--- config.mk ---
export PLATFORM = sky130hd
export DESIGN_NAME = fir_serial_mac_flat
export DESIGN_NICKNAME = d
export VERILOG_FILES = /design/src/rtl/fir_pkg.sv /design/src/rtl/fir_serial_mac_if.sv /design/src/rtl/fir_round_sat.sv /design/src/rtl/fir_serial_mac.sv /design/src/flat_wrapper.sv
export SDC_FILE = /design/constraint.sdc
export NUM_CORES = 1
export LEC_CHECK = 0
export CAP_MARGIN = 20
export CELL_PAD_IN_SITES_DETAIL_PLACEMENT = 1
export CELL_PAD_IN_SITES_GLOBAL_PLACEMENT = 1
export CORE_MARGIN = 10
export CORE_UTILIZATION = 50
export DETAILED_ROUTE_END_ITERATION = 16
export PLACE_DENSITY = 0.9
export SYNTH_ARGS = -nofsm -noshare
export SYNTH_HDL_FRONTEND = slang
export SYNTH_SLANG_ARGS = --single-unit
--- constraint.sdc ---
create_clock -name clk -period 10.5 [get_ports clk]
set_clock_uncertainty 0.05 [all_clocks]
set_input_delay 1.575 -clock clk [delete_from_list [all_inputs] [get_ports clk]]
set_output_delay 1.575 -clock clk [all_outputs]
set_load 0.01 [all_outputs]
--- src/rtl/fir_pkg.sv ---
// Shared FIR sizing defaults, result type and the round/saturate helper.
// Latency: n/a (package; the helper is purely combinational).
// Backpressure: n/a.
package fir_pkg;

  // Default build of the serial FIR.
  localparam int DEF_FILTER_IN_BITS  = 16;
  localparam int DEF_COEFF_BITS      = 16;
  localparam int DEF_FILTER_OUT_BITS = 16;
  localparam int DEF_NUMBER_OF_TAPS  = 64;
  localparam int DEF_OUT_SHIFT       = 15;

  // Derived widths for the default build.
  // The accumulator carries log2(taps) guard bits over a full product, so a round cannot overflow.
  localparam int COUNTER_BITS = $clog2(DEF_NUMBER_OF_TAPS);
  localparam int PROD_BITS    = DEF_FILTER_IN_BITS + DEF_COEFF_BITS;
  localparam int ACC_BITS     = PROD_BITS + COUNTER_BITS;

  // The helper works on a fixed wide word.
  // Callers sign-extend into it and take the low out_bits of the value.
  localparam int RS_BITS = 64;
  typedef logic signed [RS_BITS-1:0] rs_word_t;

  typedef struct packed {
    logic     sat;
    rs_word_t value;
  } rs_t;

  // Round half up, arithmetic shift by 'shift', then clip to a signed out_bits range.
  // 'acc' must leave headroom for the rounding constant, i.e. fewer than RS_BITS significant bits.
  function automatic rs_t round_sat(input rs_word_t acc, input int shift, input int out_bits);
    rs_word_t rounded;
    rs_word_t hi;
    rs_word_t lo;
    rs_t      res;
    rounded   = (acc + (rs_word_t'(1) <<< (shift - 1))) >>> shift;
    hi        = (rs_word_t'(1) <<< (out_bits - 1)) - rs_word_t'(1);
    lo        = -(rs_word_t'(1) <<< (out_bits - 1));
    res.sat   = 1'b0;
    res.value = rounded;
    if (rounded > hi) begin
      res.value = hi;
      res.sat   = 1'b1;
    end else if (rounded < lo) begin
      res.value = lo;
      res.sat   = 1'b1;
    end
    return res;
  endfunction

endpackage

--- src/rtl/fir_serial_mac_if.sv ---
// Tap-side inputs and filtered-sample outputs of the serial FIR MAC.
// Latency: n/a (wires only).
// Backpressure: none; the output is a valid pulse that the consumer must take.
// Ports: master = delay line / ROM / output consumer side, slave = the MAC.
interface fir_serial_mac_if #(
  parameter int FILTER_IN_BITS  = fir_pkg::DEF_FILTER_IN_BITS,
  parameter int COEFF_BITS      = fir_pkg::DEF_COEFF_BITS,
  parameter int FILTER_OUT_BITS = fir_pkg::DEF_FILTER_OUT_BITS,
  parameter int NUMBER_OF_TAPS  = fir_pkg::DEF_NUMBER_OF_TAPS
);
  localparam int COUNT_BITS = $clog2(NUMBER_OF_TAPS);

  logic                              phase_min;
  logic        [COUNT_BITS-1:0]      current_count;
  logic signed [FILTER_IN_BITS-1:0]  delay_filter_in;
  logic signed [COEFF_BITS-1:0]      coeff;
  logic signed [FILTER_OUT_BITS-1:0] filter_out;
  logic                              filter_out_valid;
  logic                              sat_flag;

  modport master (
    output phase_min, current_count, delay_filter_in, coeff,
    input  filter_out, filter_out_valid, sat_flag
  );

  modport slave (
    input  phase_min, current_count, delay_filter_in, coeff,
    output filter_out, filter_out_valid, sat_flag
  );

endinterface

--- src/rtl/fir_round_sat.sv ---
// Combinational round-half-up, arithmetic shift and signed saturation of an accumulator.
// Latency: 0 cycles (pure combinational).
// Backpressure: none.
// Ports: acc (IN_BITS signed) in; value (OUT_BITS signed) and sat (1 = value was clipped) out.
module fir_round_sat import fir_pkg::*; #(
  parameter int IN_BITS  = ACC_BITS,
  parameter int OUT_BITS = DEF_FILTER_OUT_BITS,
  parameter int SHIFT    = DEF_OUT_SHIFT
) (
  input  logic signed [IN_BITS-1:0]  acc,
  output logic signed [OUT_BITS-1:0] value,
  output logic                       sat
);

  rs_word_t acc_ext;
  rs_t      res;
  logic     unused_hi;

  always_comb begin
    acc_ext = rs_word_t'(acc);  // signed cast sign-extends into the wide word
    res     = round_sat(acc_ext, SHIFT, OUT_BITS);
  end

  // After clipping the value fits OUT_BITS, so the upper bits are only sign copies.
  assign value     = res.value[OUT_BITS-1:0];
  assign sat       = res.sat;
  assign unused_hi = ^res.value[RS_BITS-1:OUT_BITS];

endmodule

--- src/rtl/fir_serial_mac.sv ---
// Serial FIR MAC: multiplies one tap per clock, sums a counter round, rounds/saturates to filter_out.
// Latency: filter_out_valid 2 cycles after the cycle with current_count == NUMBER_OF_TAPS-1.
// Backpressure: none; one valid pulse per round, filter_out is held until the next one.
// Ports: clk, rst_n (async, active low); bus (slave modport) carries phase_min, current_count,
//        delay_filter_in, coeff in and filter_out, filter_out_valid, sat_flag out.
module fir_serial_mac import fir_pkg::*; #(
  parameter int FILTER_IN_BITS  = DEF_FILTER_IN_BITS,
  parameter int COEFF_BITS      = DEF_COEFF_BITS,
  parameter int FILTER_OUT_BITS = DEF_FILTER_OUT_BITS,
  parameter int NUMBER_OF_TAPS  = DEF_NUMBER_OF_TAPS,
  parameter int OUT_SHIFT       = DEF_OUT_SHIFT
) (
  input logic             clk,
  input logic             rst_n,
  fir_serial_mac_if.slave bus
);

  // Widths for this instance.
  // The package counterparts describe the default build only.
  localparam int TAP_BITS = $clog2(NUMBER_OF_TAPS);
  localparam int MUL_BITS = FILTER_IN_BITS + COEFF_BITS;
  localparam int SUM_BITS = MUL_BITS + TAP_BITS;
  localparam logic [TAP_BITS-1:0] LAST_TAP = TAP_BITS'(NUMBER_OF_TAPS - 1);

  logic                              armed;
  logic                              prod_vld;
  logic signed [MUL_BITS-1:0]        prod_r;
  logic        [TAP_BITS-1:0]        tap_r;
  logic signed [SUM_BITS-1:0]        acc;
  logic signed [SUM_BITS-1:0]        prod_ext;
  logic signed [SUM_BITS-1:0]        sum;
  logic signed [FILTER_OUT_BITS-1:0] rs_value;
  logic                              rs_sat;
  logic signed [FILTER_OUT_BITS-1:0] filter_out_r;
  logic                              filter_out_valid_r;
  logic                              sat_flag_r;

  // Stage 1: register the product and its tap index.
  // prod_vld trails 'armed' by one clock, so the first accumulated tap is the
  // tap 0 that follows the arming phase_min.
  always_ff @(posedge clk or negedge rst_n) begin
    if (!rst_n) begin
      armed    <= 1'b0;
      prod_vld <= 1'b0;
      prod_r   <= '0;
      tap_r    <= '0;
    end else begin
      if (bus.phase_min) begin
        armed <= 1'b1;
      end
      prod_r   <= MUL_BITS'(bus.delay_filter_in) * MUL_BITS'(bus.coeff);
      tap_r    <= bus.current_count;
      prod_vld <= armed;
    end
  end

  assign prod_ext = SUM_BITS'(prod_r);  // sign extension
  assign sum      = acc + prod_ext;

  fir_round_sat #(
    .IN_BITS  (SUM_BITS),
    .OUT_BITS (FILTER_OUT_BITS),
    .SHIFT    (OUT_SHIFT)
  ) u_round_sat (
    .acc   (sum),
    .value (rs_value),
    .sat   (rs_sat)
  );

  // Stage 2: tap 0 restarts the sum, so back-to-back rounds need no clear cycle.
  // On the last tap the complete sum goes straight through round/saturate into the output register.
  always_ff @(posedge clk or negedge rst_n) begin
    if (!rst_n) begin
      acc                <= '0;
      filter_out_r       <= '0;
      filter_out_valid_r <= 1'b0;
      sat_flag_r         <= 1'b0;
    end else begin
      filter_out_valid_r <= 1'b0;
      sat_flag_r         <= 1'b0;
      if (prod_vld) begin
        acc <= (tap_r == '0) ? prod_ext : sum;
        if (tap_r == LAST_TAP) begin
          filter_out_r       <= rs_value;
          filter_out_valid_r <= 1'b1;
          sat_flag_r         <= rs_sat;
        end
      end
    end
  end

  assign bus.filter_out       = filter_out_r;
  assign bus.filter_out_valid = filter_out_valid_r;
  assign bus.sat_flag         = sat_flag_r;

endmodule

--- src/flat_wrapper.sv ---
// flat-port wrapper written by rule: the top's interface ports become plain ports
module fir_serial_mac_flat import fir_pkg::*;
#(
  parameter int FILTER_IN_BITS  = DEF_FILTER_IN_BITS,
  parameter int COEFF_BITS      = DEF_COEFF_BITS,
  parameter int FILTER_OUT_BITS = DEF_FILTER_OUT_BITS,
  parameter int NUMBER_OF_TAPS  = DEF_NUMBER_OF_TAPS,
  parameter int OUT_SHIFT       = DEF_OUT_SHIFT
)
  (clk, rst_n, bus_phase_min, bus_current_count, bus_delay_filter_in, bus_coeff, bus_filter_out, bus_filter_out_valid, bus_sat_flag);
  fir_serial_mac_if #(.FILTER_IN_BITS(FILTER_IN_BITS), .COEFF_BITS(COEFF_BITS), .FILTER_OUT_BITS(FILTER_OUT_BITS), .NUMBER_OF_TAPS(NUMBER_OF_TAPS)) bus_i ();
  input logic clk;
  input logic rst_n;
  input wire logic [$bits(bus_i.phase_min)-1:0] bus_phase_min;
  input wire logic [$bits(bus_i.current_count)-1:0] bus_current_count;
  input wire logic [$bits(bus_i.delay_filter_in)-1:0] bus_delay_filter_in;
  input wire logic [$bits(bus_i.coeff)-1:0] bus_coeff;
  output wire logic [$bits(bus_i.filter_out)-1:0] bus_filter_out;
  output wire logic [$bits(bus_i.filter_out_valid)-1:0] bus_filter_out_valid;
  output wire logic [$bits(bus_i.sat_flag)-1:0] bus_sat_flag;
  assign bus_i.phase_min = bus_phase_min;
  assign bus_i.current_count = bus_current_count;
  assign bus_i.delay_filter_in = bus_delay_filter_in;
  assign bus_i.coeff = bus_coeff;
  assign bus_filter_out = bus_i.filter_out;
  assign bus_filter_out_valid = bus_i.filter_out_valid;
  assign bus_sat_flag = bus_i.sat_flag;
  fir_serial_mac #(.FILTER_IN_BITS(FILTER_IN_BITS), .COEFF_BITS(COEFF_BITS), .FILTER_OUT_BITS(FILTER_OUT_BITS), .NUMBER_OF_TAPS(NUMBER_OF_TAPS), .OUT_SHIFT(OUT_SHIFT)) u_core (.clk(clk), .rst_n(rst_n), .bus(bus_i));
endmodule
==> Word level (Yosys, flattened, before mapping) <==
Cells that the tools add are included.
{ "totals": {"reg_bits": 96, "in_bits": 41, "output_inout_bits": 18, "word_cells": 23} }
{ "classes": {"n_addsub": 2, "mul": 1, "magnitude_cmp": 2, "eq_ne": 1, "mux": 7, "reduce_logical": 2} }
{ "op_table": {"columns": ["op", "count"], "rows": [
  ["2-to-1 mux 65 bit", 2],
  ["adder 38 x 16 -> 39 bit (second input constant)", 1],
  ["adder 38 x 32 -> 38 bit", 1],
  ["2-to-1 mux 38 bit", 1],
  ["multiplier 16 x 16 -> 32 bit", 1],
  ["greater-than comparator 24 x 16 -> 1 bit (second input constant)", 1],
  ["< comparator 24 x 16 -> 1 bit (second input constant)", 1],
  ["== test 6 bit (second input constant)", 1],
  ["logical NOT 6 bit", 1],
  ["2-to-1 mux 1 bit", 4],
  ["AND reduction 2 bit", 1]
]} }

==> Logic depth before layout (Yosys ltp) <==
Gate-level depths: netlist (run 1).
{ "logic_depth": {"depth_word": 7, "mapped_depth": 26, "depth_no_buf": 25} }

==> Cells and area by module <==
From an unflattened synthesis (run 1), not the netlist that was laid out.
{ "unflattened": {"hier_cells": 1764, "area_unflattened_um2": 16041.6} }
{ "by_module_without_submodules": {"columns": ["module", "n_inst", "cells_each", "area_each_um2", "seq_area_each_um2"], "rows": [
  ["fir_serial_mac", 1, 1662, 15289.7, 2402.3],
  ["fir_round_sat", 1, 102, 752.0, 0.0]
]} }

==> Worst setup path after synthesis (run 1) <==
No wires, ideal clock.
{ "synth_timing": {"kind": "input -> register", "start": "input bus_delay_filter_in[15]", "end": "register u_core.prod_r[28]", "setup_ps": 80, "arrival_time_ps": 7643, "required_ps": 10370, "slack_ps": 2727, "cell_stages": 24, "n_path_buf": 1, "cell_sequence": "clkbuf_1 -> nand2_1 -> inv_1 -> fa_1 -> inv_1 -> fa_1 -> inv_1 -> fa_1 -> fa_1 -> fa_1 -> inv_1 -> fa_1 -> inv_1 -> ha_1 -> a21o_1 -> a21oi_1 -> nand3b_1 -> or3_1 -> o21ba_2 -> a41o_1 -> o41ai_1 -> o21ai_0 -> a21oi_1 -> xnor2_1"} }
{ "synth_via": {"elab_chain_cells": 1} }
{ "synth_lines": {"columns": ["item", "line_no", "source"], "rows": [
  ["from (decl)", "flat_wrapper.sv:16", "input wire logic [$bits(bus_i.delay_filter_in)-1:0] bus_delay_filter_in;"],
  ["multiplier 16 x 16 -> 32 bit", "fir_serial_mac.sv:51", "prod_r <= MUL_BITS'(bus.delay_filter_in) * MUL_BITS'(bus.coeff);"],
  ["to (signal assigned)", "fir_serial_mac.sv:51", null],
  ["to (decl)", "fir_serial_mac.sv:27", "logic signed [MUL_BITS-1:0] prod_r;"]
]} }
No other way between the ends.
A chain may end at the register's enable or synchronous reset.

==> Final worst setup path (run 1) <==
{ "layout_timing": {"start": "input bus_coeff[8]", "end": "register u_core.prod_r[28]"} }
{ "layout_via": {"elab_chain_cells": 1} }
{ "layout_lines": {"columns": ["item", "line_no", "source"], "rows": [
  ["from (decl)", "flat_wrapper.sv:17", "input wire logic [$bits(bus_i.coeff)-1:0] bus_coeff;"],
  ["multiplier 16 x 16 -> 32 bit", "fir_serial_mac.sv:51", null]
]} }
No other way between the ends.

==> flow_metrics.tcl, run 1 <==
set metrics [dict create \
    outcome "completed" \
    first_pass_iters 5 \
    clock_path_buffers 2 \
    crit_top_cell "fa_1" \
    syn-cell-area_um2 16100 \
    synth_flop_cell "dfrtp_1" \
    core_um2 31700 \
    post-route-util_pct 54.5 \
    dr_total_vias 12900 \
    dieWidth_um 200 \
    port_buffers 58 \
    drt_iter0_markers 668 \
    worstMarginPinSlew_ps 848 \
    path_buf_inv 6 \
    antenna_found_initial 0 \
    ant_nets 0 \
    cp_cell_sequence "clkdlybuf4s50_1 > nand2_1 > fa_1 > inv_1 > fa_1 > inv_1 > fa_1 > inv_1 > fa_1 > inv_1 > fa_1 > inv_1 > fa_1 > ha_1 > a21o_1 > a21oi_1 > nand3b_1 > or3_1 > o21ba_2 > a41o_1 > o41ai_1 > o21ai_0 > a21oi_1 > xnor2_1" \
    timing.final.crit_period_ps 8930 \
    synth_top_area_share_pct 32.6 \
    cts_tree "done" \
    hold_class "register to register" \
    slew_viol_final 0 \
    clk_latency_ps 360 \
    post_cts_buffers 0 \
    vias_per_cell 5.78 \
    avgSynthCellArea_um2 8.90 \
    ios 59 \
    grt_util_all_layers_pct 24.9 \
    tns_ps 0 \
    drive_gt1_share_pct 3.28 \
    critical_path.max_stage_delay_ps 990 \
    wire_per_inst_um 21.6 \
    post-dp-hpwl_um 40300 \
    cts.sinks 96 \
    nFillCells 3762 \
    crit_family "adder cells" \
    final_cell_area_um2 17300 \
    first_global_vias 15100 \
    start_kind "input port" \
    ys_types 88 \
    fp-row-count 65 \
    root_buffer "clkbuf_16" \
    syn_nets 2237 \
    rsz0062_at_grt "false" \
    yosys-top-cells-area "fa_1 (33%), dfrtp_1 (15%), ha_1 (9.3%)" \
    synth_edf_count 0 \
    synthCells 1813 \
    fin_ws_ps 1570 \
    gp_congestion 0.916 \
    area.sequential_um2 2400 \
    grt_max_degree 63 \
    pre_cts_ws_ps 1260 \
    synth-seq-cells 96 \
    area_delta_synth_final_pct 7.18 \
    multi_input_area_um2 12300 \
    clock.fmax_ghz 0.112 \
    crit_fanout 16 \
    dieHeight_um 200 \
    ys_async_sr_fraction_pct 100 \
    fin_nets 2249 \
    holdBufCountCts 0 \
    dieArea_um2 39800 \
    cts_resized 0 \
    cts.clk_slew.worst_paths_ps 70 \
    yosysWarnings 0 \
    postPlaceCellArea_um2 17000 \
    relSlewSlack_pct 43.3 \
    crit_path_end_kind "register" \
    cts_buffers 9 \
    worstPathRequired_ps 10730 \
    htreeDepth 3 \
    fin_crit_sh_pct 85.0 \
    synth_top_cell_by_area "fa_1" \
    crit_slowest_cell "clkdlybuf4s50_1" \
    grt_overflow_total 0 \
    antennaDiodeCount 0 \
    maxCapViolations 0 \
    grt_pass1_wl_um 78700 \
    arrival_ps 9150 \
    path_class "input port to register" \
    hold_violations 0 \
    wirelength_um 48200 \
    setup_violations 0 \
    post-route-drc-count 0 \
    seq_area_frac_synth_pct 14.9 \
    initial_utilization_pct 50.8 \
]
flip-flops by register name, indices dropped and copies added, names as in the netlist:
register and count:
u_core.acc 38, u_core.prod_r 32, u_core.armed 1, u_core.bus.filter_out 16, u_core.tap_r 6, u_core.bus.sat_flag 1
u_core.prod_vld 1, u_core.bus.filter_out_valid 1
per-stage QoR:
step,cells,hold WS (ps)
after floorplan,1813,297
after detailed placement,2216,326
after global routing,2232,352
after CTS,2232,342
after global placement,2216,309
final,2232,346
synthesized netlist by cell type (31+ instances only):
| master | n |
|---|---|
| nand2_1 | 237 |
| ha_1 | 120 |
| clkbuf_1 | 56 |
| a21oi_1 | 100 |
| o21ai_0 | 31 |
| xnor2_1 | 58 |
| inv_1 | 320 |
| fa_1 | 263 |
| dfrtp_1 | 96 |
| and2_1 | 110 |
| a21o_1 | 35 |
| nor2_1 | 114 |
routing by layer:
layer / wire length, µm / up-vias / global-route usage, %
li1: - / 5779 / -
met1: 19300 / 6623 / 29.4
met2: 24900 / 378 / 45.2
met3: 2300 / 128 / 3.04
met4: 1670 / 0 / 9.84
met5: 0 / - / 0
area by class of cell:
cell class	count	share of cell area (%)
flip-flops and latches	96	13.9
well taps	402	2.91
multi-input cells	1332	70.9
repair buffers	65	3.65
inverters	321	6.97
clock buffers	9	1.30
clock inverters	7	0.347
layout by cell type (no fill, tap or decap), drive strengths merged, types with 10 or more instances in the layout:
cell type,count
inv,325
fa,263
nand2,237
ha,120
nor2,115
and2,112
a21oi,101
dfrtp,96
xnor2,58
clkdlybuf4s50,57
o21ai,40
a21o,35
xor2,25
a31oi,22
a211oi,19
nand3,18
nor4,11
nor3,11
o211ai,10
path summary, 6_finish.rpt:
| check | end | cells past startpoint | start | slack (ps) |
|---|---|---|---|---|
| worst max-delay path | u_core.prod_r[28]$_DFF_PN0_ | 24 | bus_coeff[8] | 1570 |
| worst min-delay path | u_core.prod_vld$_DFF_PN0_ | 0 | u_core.armed$_DFFE_PN0P_ | 350 |
| worst max register to register | u_core.bus.filter_out[9]$_DFFE_PN0P_ | 17 | u_core.acc[10]$_DFFE_PN0P_ | 5220 |
| worst min register to register | u_core.prod_vld$_DFF_PN0_ | 0 | u_core.armed$_DFFE_PN0P_ | 350 |
| max in group asynchronous | u_core.prod_vld$_DFF_PN0_ | 2 | rst_n | 8100 |
| min in group asynchronous | u_core.acc[37]$_DFFE_PN0P_ | 1 | rst_n | 1130 |
logic make-up (layout without fill, tap and decap cells):
kind of cell	count (synthesis)	after routing	share of synthesized area [%]
AOI/OAI and AO/OA	288	288	12.0
xor gates and xnor gates	83	83	4.51
adders and majority gates	383	383	42.0
buffers and inverters	385	402	9.09
DFF	96	96	14.9
muxes	4	4	0.334
and+or+nand+nor	574	574	17.2
Power of run 1 is not shown: default switching activity piles up to over one toggle a cycle in this logic, so the estimate is an artifact.
==> inputs of run 2 (changes only) <==
- CORE_ASPECT_RATIO: default -> 2
- CORE_UTILIZATION: 50 -> 35
- PLACE_DENSITY: 0.9 -> 0.68
==> run 2 against run 1 <==
Effect of this change: routed wire length is 6.5% lower; first-iteration DRC count is 40% lower; design area is 1.3% higher; critical endpoint unchanged; die area is 40% higher; hold slack worse by 16 ps; sequential share of layout area is 0.18 points lower; via count is 3.4% lower; non-clock buffer count stayed put; sequential cell count stayed put.
==> flow_metrics.tcl, run 2 (synthesized netlist as in run 1, its figures left out) <==
set metrics [dict create \
    post-route-drc-count 0 \
    grt_overflow_total 0 \
    core_um2 45700 \
    dieArea_um2 55600 \
    clock.fmax_ghz 0.112 \
    ios 59 \
    dieWidth_um 172 \
    timing.final.crit_period_ps 8910 \
    fin_nets 2249 \
    maxCapViolations 0 \
    post-dp-hpwl_um 38800 \
    worstMarginPinSlew_ps 810 \
    cts_tree "done" \
    initial_utilization_pct 35.3 \
    fp-row-count 111 \
    layout_commonest_cell "inv_1" \
    start_kind "input port" \
    gp_congestion 0.926 \
    cts.sinks 96 \
    setup_violations 0 \
    vias_per_cell 5.21 \
    outcome "completed" \
    grt_pass1_wl_um 73900 \
    dr_total_vias 12500 \
    drt_iter0_markers 398 \
    holdBufCountCts 0 \
    slew_viol_final 0 \
    dieHeight_um 324 \
    worstPathRequired_ps 10750 \
    cts_buffers 9 \
    arrival_ps 9160 \
    pre_cts_ws_ps 1250 \
    fin_crit_sh_pct 84.9 \
    wire_per_inst_um 18.8 \
    nFillCells 5339 \
    final_cell_mix "inv_1 (320), fa_1 (263), nand2_1 (237), ha_1 (120), nor2_1 (114)" \
    htreeDepth 3 \
    port_buffers 58 \
    wirelength_um 45100 \
    antennaDiodeCount 0 \
    grt_max_degree 63 \
    first_pass_iters 4 \
    hold_violations 0 \
    clk_latency_ps 380 \
    cts.clk_slew.worst_paths_ps 80 \
    regMostFlops "u_core.acc" \
    cts_resized 0 \
    area_delta_synth_final_pct 8.57 \
    antenna_found_initial 0 \
    rsz0062_at_grt "false" \
    path_class "input port to register" \
    relSlewSlack_pct 45.4 \
    largest_reg_flops 38 \
    grt_util_all_layers_pct 16.7 \
    first_global_vias 14300 \
    crit_path_end_kind "register" \
    fin_ws_ps 1590 \
    tns_ps 0 \
    post_cts_buffers 0 \
    root_buffer "clkbuf_16" \
    crit_fanout 16 \
    ant_nets 0 \
    drive_gt1_share_pct 3.28 \
    hold_class "register to register" \
    clock_path_buffers 2 \
    instances_no_fill 2395 \
    dpl.cell_count 2379 \
    whs_ps 330 \
]
## run 2: cell types whose count changed in the layout (fill, tap and decap cells not counted), sizes merged
cell    before  now
clkinv       3    2
inv        325  326
## run 2: worst paths after layout
kind	start	end	slack, ps	cells past startpoint
hold reg to reg	u_core.armed$_DFFE_PN0P_	u_core.prod_vld$_DFF_PN0_	330	0
min in group asynchronous	rst_n	u_core.acc[33]$_DFFE_PN0P_	1170	1
max in group asynchronous	rst_n	u_core.prod_vld$_DFF_PN0_	8070	2
hold / removal	u_core.armed$_DFFE_PN0P_	u_core.prod_vld$_DFF_PN0_	330	0
setup / recovery	bus_coeff[1]	u_core.prod_r[28]$_DFF_PN0_	1590	24
setup reg to reg	u_core.acc[0]$_DFFE_PN0P_	u_core.bus.filter_out[4]$_DFFE_PN0P_	5220	17
## run 2: layout make-up
| type | instances | area, µm² | area share, % |
|---|---|---|---|
| clock buffer | 9 | 225 | 1.29 |
| clock inverter | 7 | 78.8 | 0.450 |
| inverter | 321 | 1200 | 6.88 |
| multi-input combinational | 1332 | 12300 | 70.0 |
| sequential | 96 | 2400 | 13.7 |
| tap | 565 | 707 | 4.04 |
| timing repair buffer | 65 | 631 | 3.60 |
## run 2: critical path, stage by stage
cell and delay, ps:
clkdlybuf4s50_1 770, nand2_1 280, inv_1 120, fa_1 650
inv_1 140, fa_1 510, inv_1 60, fa_1 530
fa_1 450, fa_1 550, inv_1 60, fa_1 530
inv_1 50, ha_1 360, a21o_1 200, a21oi_1 180
nand3b_1 150, or3_1 330, o21ba_2 220, a41o_1 280
o41ai_1 640, o21ai_0 200, a21oi_1 210, xnor2_1 130
## run 2: per-stage QoR
stage | instance area (µm²) | util [%]
final | 17500 | 38.3
after global routing | 17500 | 38.3
after CTS | 17500 | 38.3
after detailed placement | 17200 | 37.7
after global placement | 17200 | 37.7
after floorplan | 16100 | -
## run 2: layer usage
layer	GRT usage [%]	part of all wire, %	vias up
li1	-	-	5781
met1	17.5	38	6443
met2	33.7	58	187
met3	1.36	1.8	59
met4	5.12	2.4	0
met5	0	0	-
Power of run 2 is left out for the same reason.
==> inputs of run 3 (changes only) <==
- PLACE_DENSITY: 0.68 -> 0.7
- clock period: 10.5 -> 7.2 ns (I/O delays scaled with it)
==> run 3 against run 2 <==
Effect of this change: non-clock buffer count is 169 higher; hold slack got worse by 5.0 ps; cell count rose by 7.1%; worst setup slack got worse by 1400 ps; utilization up 3.5 points; first-iteration DRC count decreased by 6.5%; critical path depth did not move; register-to-register slack worse by 3200 ps; design area increased by 9.1%.
==> flow_metrics.tcl, run 3 (synthesized netlist as in run 1, its figures left out) <==
set metrics [dict create \
    maxCapViolations 0 \
    relSlewSlack_pct 45.3 \
    antenna_found_initial 0 \
    dieWidth_um 172 \
    crit_fanout 5 \
    clock_path_buffers 2 \
    antennaDiodeCount 0 \
    port_buffers 58 \
    nFillCells 5333 \
    initial_utilization_pct 35.3 \
    drive_gt1_share_pct 14.4 \
    wire_per_inst_um 18.6 \
    post-dp-hpwl_um 41100 \
    fp-row-count 111 \
    vias_per_cell 5.14 \
    slew_viol_final 0 \
    drt_iter0_markers 372 \
    post-route-drc-count 0 \
    largest_reg_flops 38 \
    final_cell_area_um2 19100 \
    worstPathRequired_ps 7440 \
    cts.sinks 96 \
    root_buffer "clkbuf_16" \
    post-route-util_pct 41.8 \
    path_class "input port to register" \
    setup_violations 0 \
    dieArea_um2 55600 \
    min-delay-start "u_core.armed$_DFFE_PN0P_" \
    crit_path_end_kind "register" \
    first_pass_iters 4 \
    hold_violations 0 \
    wirelength_um 47600 \
    critPathLaunch "bus_coeff[7]" \
    dr_total_vias 13200 \
    worstMarginPinSlew_ps 820 \
    cts_buffers 9 \
    dieHeight_um 324 \
    first_global_vias 15500 \
    grt_util_all_layers_pct 17.4 \
    htreeDepth 3 \
    final_cell_mix "inv_1 (314), fa_1 (242), nand2_1 (234), buf_4 (151), ha_1 (114)" \
    grt_max_degree 63 \
    clock.fmax_ghz 0.142 \
    gp_congestion 0.933 \
    outcome "completed" \
    cts_tree "done" \
    ant_nets 0 \
    regMostFlops "u_core.acc" \
    timing.final.crit_period_ps 7040 \
    fin_crit_sh_pct 97.8 \
    core_um2 45700 \
    r2r_start "u_core.prod_r[10]$_DFF_PN0_" \
    clk_latency_ps 370 \
    layout_commonest_cell "inv_1" \
    postPlaceCellArea_um2 18400 \
    grt_overflow_total 0 \
    grt_pass1_wl_um 76700 \
    fin_nets 2418 \
    start_kind "input port" \
    arrival_ps 7280 \
    cts.clk_slew.worst_paths_ps 70 \
    holdBufCountCts 0 \
    area_delta_synth_final_pct 18.4 \
    hold_class "register to register" \
    ios 59 \
    whs_ps 325 \
]
-- run 3: cell types whose count changed in the layout (fill, tap and decap cells not counted), sizes merged, moves of 2 or more --
cell	delta
buf	+169
bufinv	+2
clkbuf	+8
clkdlybuf4s15	+5
clkdlybuf4s50	-31
clkinvlp	+2
dlygate4sd2	+14
dlymetal6s2s	+5
inv	-4
-- run 3: critical path: stages --
cell	delay (ps)
dlygate4sd2_1	310
buf_4	200
buf_4	130
nand2_1	120
fa_1	510
inv_1	50
fa_1	520
fa_1	440
fa_1	530
fa_1	540
inv_1	50
fa_1	520
inv_1	60
ha_4	250
a21oi_4	140
nand3b_1	100
or3_1	370
o21ba_4	240
a41o_1	250
o41ai_2	240
buf_4	190
o31ai_1	70
a21oi_1	190
xnor2_1	130
-- run 3: layer usage --
metal  share of wire (%)  vias to the layer above  global-route usage, %
li1                    -                     6100                      -
met1                  34                     6752                   16.0
met4                 4.8                        0                   8.33
met3                 1.9                      111                   1.44
met2                  59                      206                   36.3
met5                   0                        -                      0
-- run 3: area by class of cell --
class / instances / area [µm²] / area share, %
multi-input combinational: 1332 / 12500 / 65.2
clock inverter: 6 / 92.6 / 0.485
tap: 565 / 707 / 3.70
inverter: 321 / 1200 / 6.31
timing repair buffer: 234 / 2000 / 10.5
clock buffer: 10 / 229 / 1.20
sequential: 96 / 2400 / 12.6
-- run 3: what timing repair did --
item | in CTS | in global routing
gates resized for setup | 56 | 75
buffers inserted | 16 | 3
pin swaps | 18 | 48
endpoints found under the setup margin | 7 | 6
-- run 3: metrics by stage --
stage               worst slack (ps)  instances  TNS [ps]
finish                           161       2564         0
global route                   -19.0       2564     -19.0
CTS                             3.12       2561         0
detailed placement              -682       2529     -4500
global placement                -520       2529     -3140
floorplan                       26.9       1813         0
-- run 3: path summary, 6_finish.rpt --
check	endpoint	slack, ps	cells past startpoint
worst max-delay path	u_core.prod_r[30]$_DFF_PN0_	160	24
worst min register to register	u_core.prod_vld$_DFF_PN0_	330	0
min in group asynchronous	u_core.acc[35]$_DFFE_PN0P_	610	1
worst max register to register	u_core.bus.filter_out[9]$_DFFE_PN0P_	1980	17
max in group asynchronous	u_core.prod_vld$_DFF_PN0_	5230	2
worst min-delay path	u_core.prod_vld$_DFF_PN0_	330	0
Power of run 3 is left out for the same reason.
